**config.mk**
```make
export PLATFORM = sky130hd
export DESIGN_NAME = req_arbiter
export DESIGN_NICKNAME = d
export VERILOG_FILES = /design/src/rtl/arb_pkg.sv /design/src/rtl/rr_prio_pick.sv /design/src/rtl/req_arbiter.sv
export SDC_FILE = /design/constraint.sdc
export NUM_CORES = 1
export LEC_CHECK = 0
export CAP_MARGIN = 40
export CORE_MARGIN = 2
export CORE_UTILIZATION = 52
export DETAILED_ROUTE_END_ITERATION = 10
export PLACE_DENSITY = 0.74
export SYNTH_ARGS = -nofsm -noshare
export SYNTH_HDL_FRONTEND = slang
export SYNTH_HIERARCHICAL = 1
export SYNTH_SLANG_ARGS = --single-unit
```
**constraint.sdc**
```tcl
create_clock -name clk -period 2.3 [get_ports clk]
set_clock_uncertainty 0.15 [all_clocks]
set_input_delay 0.345 -clock clk [delete_from_list [all_inputs] [get_ports clk]]
set_output_delay 0.345 -clock clk [all_outputs]
set_load 0.03 [all_outputs]
```
**src/rtl/arb_pkg.sv**
```systemverilog
// Shared definitions for the req_arbiter slice.
//   arb_state_t : arbiter FSM state encoding (idle, grant active, one-cycle gap)
//   clog2()     : elaboration-time ceil(log2) used to size index and counter fields
package arb_pkg;

  typedef enum logic [1:0] {
    ST_IDLE,
    ST_GRANT,
    ST_GAP
  } arb_state_t;

  function automatic int clog2(input int value);
    int r;
    r = 0;
    while ((1 << r) < value) r++;
    return r;
  endfunction

endpackage

```
**src/rtl/rr_prio_pick.sv**
```systemverilog
// Rotating priority encoder.
// Searches req upward from index start, wrapping at N-1 -> 0, and reports the
// first requesting index. With start=0 it is a plain lowest-index-first encoder.
// Ports:
//   req   [N]          request vector
//   start [clog2(N)]   index with highest priority this cycle
//   idx   [clog2(N)]   winning index (0 when valid=0)
//   valid              at least one request present
module rr_prio_pick
  import arb_pkg::*;
#(
  parameter int N = 4
) (
  input  logic [N-1:0]        req,
  input  logic [clog2(N)-1:0] start,
  output logic [clog2(N)-1:0] idx,
  output logic                valid
);

  localparam int W = clog2(N);

  logic [W-1:0] cand;

  // NOTE: every output of a combinational block gets a default before any
  // conditional assignment; otherwise the tool infers a latch.
  always_comb begin
    idx   = '0;
    valid = 1'b0;
    cand  = '0;
    for (int i = 0; i < N; i++) begin
      cand = W'((int'(start) + i) % N);
      if (!valid && req[cand]) begin
        idx   = cand;
        valid = 1'b1;
      end
    end
  end

endmodule

```
**src/rtl/req_arbiter.sv**
```systemverilog
// N-way sequential arbiter for one shared resource.
// A registered one-hot grant is held while the owner keeps requesting, until it
// releases or until MAX_HOLD consecutive grant cycles have elapsed. A preempted
// owner is excluded for one gap cycle so another requester can be served.
// Configuration macro: ARB_ROUND_ROBIN_EN
//   defined   : rotating priority, search starts one past the last winner
//   undefined : fixed priority, lowest index wins (pointer tied to 0)
// Ports:
//   clk      clock, rising edge
//   rst_n    asynchronous active-low reset
//   req      [N] level requests, held until served
//   gnt      [N] registered one-hot grant
//   gnt_id   [clog2(N)] index of the granted requester (holds while idle)
//   busy     a grant is active (|gnt)
//   timeout  one-cycle pulse when the current grant was preempted
module req_arbiter
  import arb_pkg::*;
#(
  parameter int N        = 4,
  parameter int MAX_HOLD = 16
) (
  input  logic                clk,
  input  logic                rst_n,
  input  logic [N-1:0]        req,
  output logic [N-1:0]        gnt,
  output logic [clog2(N)-1:0] gnt_id,
  output logic                busy,
  output logic                timeout
);

  localparam int IDW = clog2(N);
  // A zero-width counter is not legal, so MAX_HOLD=0 still keeps one bit.
  localparam int HCW = (MAX_HOLD == 0) ? 1 : clog2(MAX_HOLD + 1);
  localparam logic [HCW-1:0] HOLD_LAST = HCW'((MAX_HOLD == 0) ? 0 : MAX_HOLD - 1);
  localparam logic [HCW-1:0] HOLD_SAT  = '1;
  localparam logic [N-1:0]   ONE       = {{(N-1){1'b0}}, 1'b1};

  arb_state_t     state;
  logic [HCW-1:0] hold_cnt;
  logic [IDW-1:0] pre_id;
  logic [IDW-1:0] ptr;
  logic [N-1:0]   pre_mask;
  logic [N-1:0]   pick_req;
  logic [IDW-1:0] pick_idx;
  logic           pick_valid;
  logic           released;
  logic           do_grant;

`ifdef ARB_ROUND_ROBIN_EN
  localparam logic [IDW-1:0] LAST_ID = IDW'(N - 1);
`else
  assign ptr = '0;
`endif

  assign pre_mask = ONE << pre_id;
  assign released = !req[gnt_id];
  assign busy     = |gnt;

  // Only the gap cycle masks out the requester that was just preempted.
  assign pick_req = (state == ST_GAP) ? (req & ~pre_mask) : req;

  rr_prio_pick #(
    .N(N)
  ) u_pick (
    .req  (pick_req),
    .start(ptr),
    .idx  (pick_idx),
    .valid(pick_valid)
  );

  // A new grant is issued from idle, from the gap cycle, or back-to-back when
  // the owner releases while someone else is waiting. A release takes
  // precedence over a timeout falling in the same cycle.
  always_comb begin
    do_grant = 1'b0;
    case (state)
      ST_IDLE:  do_grant = pick_valid;
      ST_GAP:   do_grant = pick_valid;
      ST_GRANT: do_grant = released && pick_valid;
      default:  do_grant = 1'b0;
    endcase
  end

  // NOTE: sequential state is assigned with non-blocking (<=) so every
  // register samples the pre-edge values regardless of statement order.
  always_ff @(posedge clk or negedge rst_n) begin
    if (!rst_n) begin
      state    <= ST_IDLE;
      gnt      <= '0;
      gnt_id   <= '0;
      timeout  <= 1'b0;
      hold_cnt <= '0;
      pre_id   <= '0;
`ifdef ARB_ROUND_ROBIN_EN
      ptr      <= '0;
`endif
    end else begin
      timeout <= 1'b0;
      if (do_grant) begin
        state    <= ST_GRANT;
        gnt      <= ONE << pick_idx;
        gnt_id   <= pick_idx;
        hold_cnt <= '0;
`ifdef ARB_ROUND_ROBIN_EN
        ptr      <= (pick_idx == LAST_ID) ? '0 : pick_idx + 1'b1;
`endif
      end else begin
        case (state)
          ST_GRANT: begin
            if (released) begin
              gnt   <= '0;
              state <= ST_IDLE;
            end else if ((MAX_HOLD != 0) && (hold_cnt == HOLD_LAST)) begin
              gnt     <= '0;
              timeout <= 1'b1;
              pre_id  <= gnt_id;
              state   <= ST_GAP;
            end else if (hold_cnt != HOLD_SAT) begin
              // Saturates instead of wrapping when there is no hold limit.
              hold_cnt <= hold_cnt + 1'b1;
            end
          end
          ST_GAP:  state <= ST_IDLE;
          ST_IDLE: state <= ST_IDLE;
          default: state <= ST_IDLE;
        endcase
      end
    end
  end

endmodule

```
# --- Yosys cells after proc, flatten, opt, wreduce, memory -nomap -nowiden ---
# Index checks and enable logic that the tools add are counted.
totals:
  mem_bits_ro: 0
  mem_bits_rw: 0
  elab_cells: 65
  ff_bits: 16
  n_memories: 0
  in_bits: 6
  out_inout_bits: 8
  latch_bits: 0
op_classes:
  bitwise_logic: 3
  div_mod_pow: 0
  reduce_logical: 17
  addsub: 1
  eq_ne: 7
  n_mul: 0
  n_shift: 2
  mux: 28
  order_cmp: 1
op_table:
  columns: ["cell", "n"]
  rows:
  - ["2-to-1 mux 5 bit", 5]
  - ["2-to-1 mux 4 bit", 5]
  - ["2-to-1 mux 2 bit", 6]
  - ["2-to-1 mux 1 bit", 10]
  - ["AND reduction 4 bit", 2]
  - ["left shift 1 x 2 -> 4 bit, first input constant", 2]
  - ["nonzero test 2 bit", 3]
  - ["adder 5 x 1 -> 5 bit, second input constant", 1]
  - ["equality test 5 x 4 -> 1 bit, second input constant", 1]
  - ["inequality test 5 bit, second input constant", 1]
  - ["bitwise AND 4 bit", 1]
  - ["logical AND 1 bit", 4]
  - ["zero test 1 bit", 4]
  - ["inequality test 4 bit, second input constant", 1]
  - ["inverter 4 bit", 1]
  - ["OR reduction 4 bit", 1]
  - ["< comparator 2 x 3 -> 1 bit, second input constant", 1]
  - ["inequality test 3 x 2 -> 1 bit, second input constant", 1]
  - ["binary-select mux 1 bit (select 2 bit)", 1]
  - ["equality test 2 x 1 -> 1 bit, second input constant", 1]
  - ["equality test 2 bit, second input constant", 1]
  - ["zero test 2 bit", 1]
  - ["inequality test 2 bit, second input constant", 1]
  - ["case mux 1 bit (2 select lines)", 1]
  - ["3 further kinds", 3]

# --- Logic depth before layout (Yosys ltp) ---
logic_depth:
  word_depth: 18
  ltp_mapped: 7
  ltp_nobuf: 7

# --- By module ---
# Netlist, hierarchy kept.
by_module_without_submodules:
  columns: ["module", "seq_area_each_um2", "n_inst", "cells_per_inst", "area_per_inst_um2"]
  rows:
  - ["req_arbiter", 400.4, 1, 77, 859.6]
  - ["rr_prio_pick", 0.0, 1, 15, 77.6]

# --- Least setup slack after synthesis ---
# No wires, ideal clock.
synth_path:
  path_type: "reg2reg"
  startpoint: "register hold_cnt[0]"
  endpoint: "register hold_cnt[4]"
  required_time_ns: 2.051
  arrival_time_ns: 1.785
  setup_time_ns: 0.099
  synth_period_minus_slack_ns: 2.034
  path_buffers: 0
  path_slack_ns: 0.266
  stages_incl_launch_ff: 7
  path_cell_list: "dfrtp_1 > ha_1 > and3_1 > ha_1 > nor4b_2 > a21oi_1 > a311oi_1"
synth_via:
  elab_chain_len: 6
  word_cells_on_any_way: 11
  cone_classes: "1 x add/sub; 3 x eq/ne; 5 x mux; 2 x reduce/logical"
synth_lines:
  columns: ["element", "line", "source"]
  rows:
  - ["start, declared", "req_arbiter.sv:39", "logic [HCW-1:0] hold_cnt;"]
  - ["start signal, assigned", "req_arbiter.sv:120", "hold_cnt <= hold_cnt + 1'b1;"]
  - ["adder 5 x 1 -> 5 bit", "req_arbiter.sv:120", null]
  - ["2-to-1 mux 5 bit", "req_arbiter.sv:118", "end else if (hold_cnt != HOLD_SAT) begin"]
  - ["2-to-1 mux 5 bit", "req_arbiter.sv:113", "end else if ((MAX_HOLD != 0) && (hold_cnt == HOLD_LAST)) begin"]
  - ["2-to-1 mux 5 bit", "req_arbiter.sv:110", "if (released) begin"]
  - ["2-to-1 mux 5 bit", "req_arbiter.sv:108", "case (state)"]
  - ["2-to-1 mux 5 bit", "req_arbiter.sv:99", "if (do_grant) begin"]
# Parallel ways exist; a longest one is shown, timed or not. The select of a mux whose other input is x is not followed.
# A chain may end at the register's enable or synchronous reset.

# --- Worst setup path after layout ---
layout_path:
  startpoint: "register gnt[1]"
  endpoint: "output busy"
layout_via:
  elab_chain_len: 1
layout_lines:
  columns: ["element", "line", "source"]
  rows:
  - ["start, declared", "req_arbiter.sv:25", "output logic [N-1:0] gnt,"]
  - ["start signal, assigned", "req_arbiter.sv:101", "gnt <= ONE << pick_idx;"]
  - ["OR reduction 4 bit", "req_arbiter.sv:57", "assign busy = |gnt;"]
  - ["end, declared", "req_arbiter.sv:27", "output logic busy,"]
# Every way passes these cells.

==> flow_summary_export.csv <==
group,metric,value,unit
status,status,"complete, no violations",
pwr,combPwrFrac,53.6,%
placement,routabilityCongestion,0.770,
floorplan,core,0.00171,sq mm
setup_path,rrSetupSlack,0.23,ns
clock_network,h-tree-depth,1,
floorplan,die_w,46.5,um
global_route,grt_use_met3,3.92,%
global_route,use_met1,29.7,%
floorplan,num_rows,15,
sta,period_needed,2.09,ns
global_route,grt.overflow.total,0,
detailed_routing,wl,1950,um
detailed_routing,drc,0,
run,drv_cap,0,
global_route,antenna_found_initial,0,
clock_network,cts.path.max_buffers,2,
global_route,use_met2,34.2,%
detailed_routing,wl_per_cell,13.2,um
pwr,p_switching,0.540,mW
sta,finalSetupTns,0,ns
clock_network,cts_root_buf,"clkbuf_4",
setup_path,crit_end,"busy",
synth,synthXorXnorAreaFrac,0,%
synth,synth_ff_type,"dfrtp_1",
setup_path,worstSetupPathType,"reg2out",
detailed_routing,vias,788,
cells_and_area,antenna_cells,0,
clock_network,postCtsSetupBuffers,0,
pwr,seqPwrFrac,31.9,%
clock_network,numCtsBuffers,3,
setup_path,worstPathArrival,1.60,ns
synth,synth_top_family_by_area,"compound AO/OA/AOI/OAI gates",
sta,slew_viol_final,0,
synth,synth_edf_count,0,
floorplan,die_h,46.5,um
detailed_routing,drtIter0Drc,22,
global_route,grt_pass1_vias,760,
pwr,clockPowerShare,14.5,%
floorplan,io_pins,14,
sta,fmax,477,MHz
clock_network,clock_sinks,16,
placement,io_buffers,13,
clock_network,path_clk_slew,0.10,ns
sta,setup_viol_count_final,0,
synth,synth-compound-area-share,22.3,%
floorplan,dieArea,0.00216,sq mm
synth,synthArstFlopShare,100,%
cells_and_area,drive_gt1_share,20.3,%
synth,synthCells,92,
sta,rsz0062_at_grt,"false",
setup_path,crit_start,"gnt[1]$_DFFE_PN0P_",
placement,placed_cells,144,
setup_path,worst_setup_path_end_kind,"output pin",
synth,synth_seq_cells,16,
sta,worstMarginPinSlew,0.707,ns
global_route,grt-busiest-layer,"met2",
setup_path,reg2reg_depth,8,
pwr,switching_share,40.9,%
synth,yosys_warnings,6,
global_route,grt.total_usage,22.4,%
pwr,peakVddDrop,0.859,mV
global_route,grt_start_max_net_pins,17,
clock_network,cts_tree,"done",
setup_path,reg2reg_from,"state[0]$_DFFE_PN0P_",
placement,place_hpwl,1490,um
synth,ys_seq_area_share,42.7,%
detailed_routing,firstDrtPassIters,4,
synth,ys_types,36,
cells_and_area,syn_to_final_growth,30.0,%
synth,syn-cell-area,937,sq um
clock_network,clkLatencyLatePin,0.29,ns
hold_path,hold_path_class,"in2async",
floorplan,start_util,54.9,%
synth,synth.area.mux_share,7.61,%
setup_path,start_kind,"flop",
detailed_routing,vias_per_cell,5.32,
cells_and_area,final_nets,133,
pwr,leakagePower,0.564,nW
setup_path,r2r_end,"gnt[2]$_DFFE_PN0P_",
synth,syn_avg_cell_area,10.2,sq um
synth,synth-simple-area-share,17.2,%
setup_path,path_max_fanout,3,
pwr,p_int,0.780,mW
cells_and_area,finalNonFillerCells,148,
global_route,grt_first_pass_wirelength,3370,um
setup_path,cp.required,1.80,ns
sta,relSlewSlack,52.7,%
pwr,p_per_area,1080,mW/mm^2
synth,synthAdderAreaFrac,4.01,%
sta,fin_crit_sh,91.1,%
detailed_routing,ant_nets,0,
sta,hold_viol_final,0,
==> cells in the mapped netlist (3+ instances only) <==
master	number	share of area (%)
nand3_1	3	1.6
mux2_2	3	3.6
and3_1	4	2.7
nand2b_1	3	2.0
nand2_1	5	2.0
inv_1	12	4.8
a21boi_0	3	2.4
o32ai_1	4	3.7
ha_1	3	4.0
o21a_1	4	3.2
a21oi_1	8	4.3
dfrtp_1	16	43
==> registers in the layout, indices dropped and copies added, names as in the netlist <==
register / flops
gnt: 4
gnt_id: 2
hold_cnt: 5
pre_id: 2
state: 2
timeout: 1
==> routing by layer <==
| metal | up-vias | share of wire, % |
|---|---|---|
| met5 | - | 0 |
| met4 | 0 | 1.3 |
| met3 | 4 | 5.3 |
| met2 | 23 | 49 |
| met1 | 369 | 44 |
| li1 | 392 | - |
==> power groups by stage <==
stage / clock network, mW / registers, mW / logic (mW)
3_5_place_dp: 0 / 0.427 / 0.716
2_1_floorplan: 0 / 0.509 / 0.339
4_1_cts: 0.200 / 0.422 / 0.713
5_1_grt: 0.209 / 0.434 / 0.767
3_3_place_gp: 0 / 0.427 / 0.701
6_report: 0.192 / 0.421 / 0.708
==> timing repair <==
action                                 CTS  global route
gates resized for setup                  1             0
setup endpoints to repair                1             0
hold buffers                             0             0
endpoints found under the hold margin    0             0
==> worst max-delay path: stages (launching register included) <==
cell and delay (ns):
dfrtp_1 0.41, or4_1 0.53, dlygate4sd2_1 0.37
==> cells by family after synthesis <==
| family | count (synthesis) |
|---|---|
| other | 1 |
| multiplexers | 5 |
| flip-flops | 16 |
| adder cells (fa/ha/maj) | 3 |
| AO/OA/AOI/OAI | 28 |
| AND/OR/NAND/NOR | 25 |
| buffers and inverters | 14 |
==> worst min-delay path by stage <==
stage	cells past startpoint	from	slack, ns	endpoint
2_1_floorplan	0	rst_n	-0.10	gnt[0]$_DFFE_PN0P_
3_3_place_gp	3	hold_cnt[3]$_DFFE_PN0P_	0.37	hold_cnt[3]$_DFFE_PN0P_
3_5_place_dp	1	pre_id[0]$_DFFE_PN0P_	0.38	pre_id[0]$_DFFE_PN0P_
4_1_cts	1	rst_n	0.35	gnt_id[1]$_DFFE_PN0P_
5_1_grt	1	rst_n	0.40	pre_id[0]$_DFFE_PN0P_
6_report	1	rst_n	0.32	pre_id[1]$_DFFE_PN0P_
==> per-stage QoR <==
stage,worst slack (ns),utilization [%],hold slack [ns],total power [mW],cell area [sq um]
after floorplan,0.266,-,-0.101,0.849,960
after global placement,0.0239,69.3,0.370,1.13,1180
after detailed placement,0.0174,69.3,0.383,1.14,1180
after CTS,0.198,71.4,0.351,1.33,1220
after global routing,0.0138,71.4,0.403,1.41,1220
final,0.206,71.4,0.317,1.32,1220
==> cell type report <==
class | count | area [sq um]
multi-input cells | 68 | 505
fillers | 129 | 489
flip-flops and latches | 16 | 400
repair buffers | 22 | 196
inverters | 13 | 48.8
clock buffers | 4 | 36.3
well taps | 25 | 31.3
==> cell usage in the layout (no fill, tap or decap), drive strengths merged, types with 2 or more instances in the layout <==
master         Yosys  routed
o32ai              4       4
clkdlybuf4s50      0      12
mux2               4       4
nand2              5       5
dfrtp             16      16
nand3              3       3
nand2b             3       3
inv               13      13
and3               5       5
o21a               5       5
conb               1       7
a21boi             3       3
clkbuf             0       4
ha                 3       3
buf                1       9
o21ai              2       2
a21oi              8       8
Note: power is estimated with default switching activity, not from simulation.
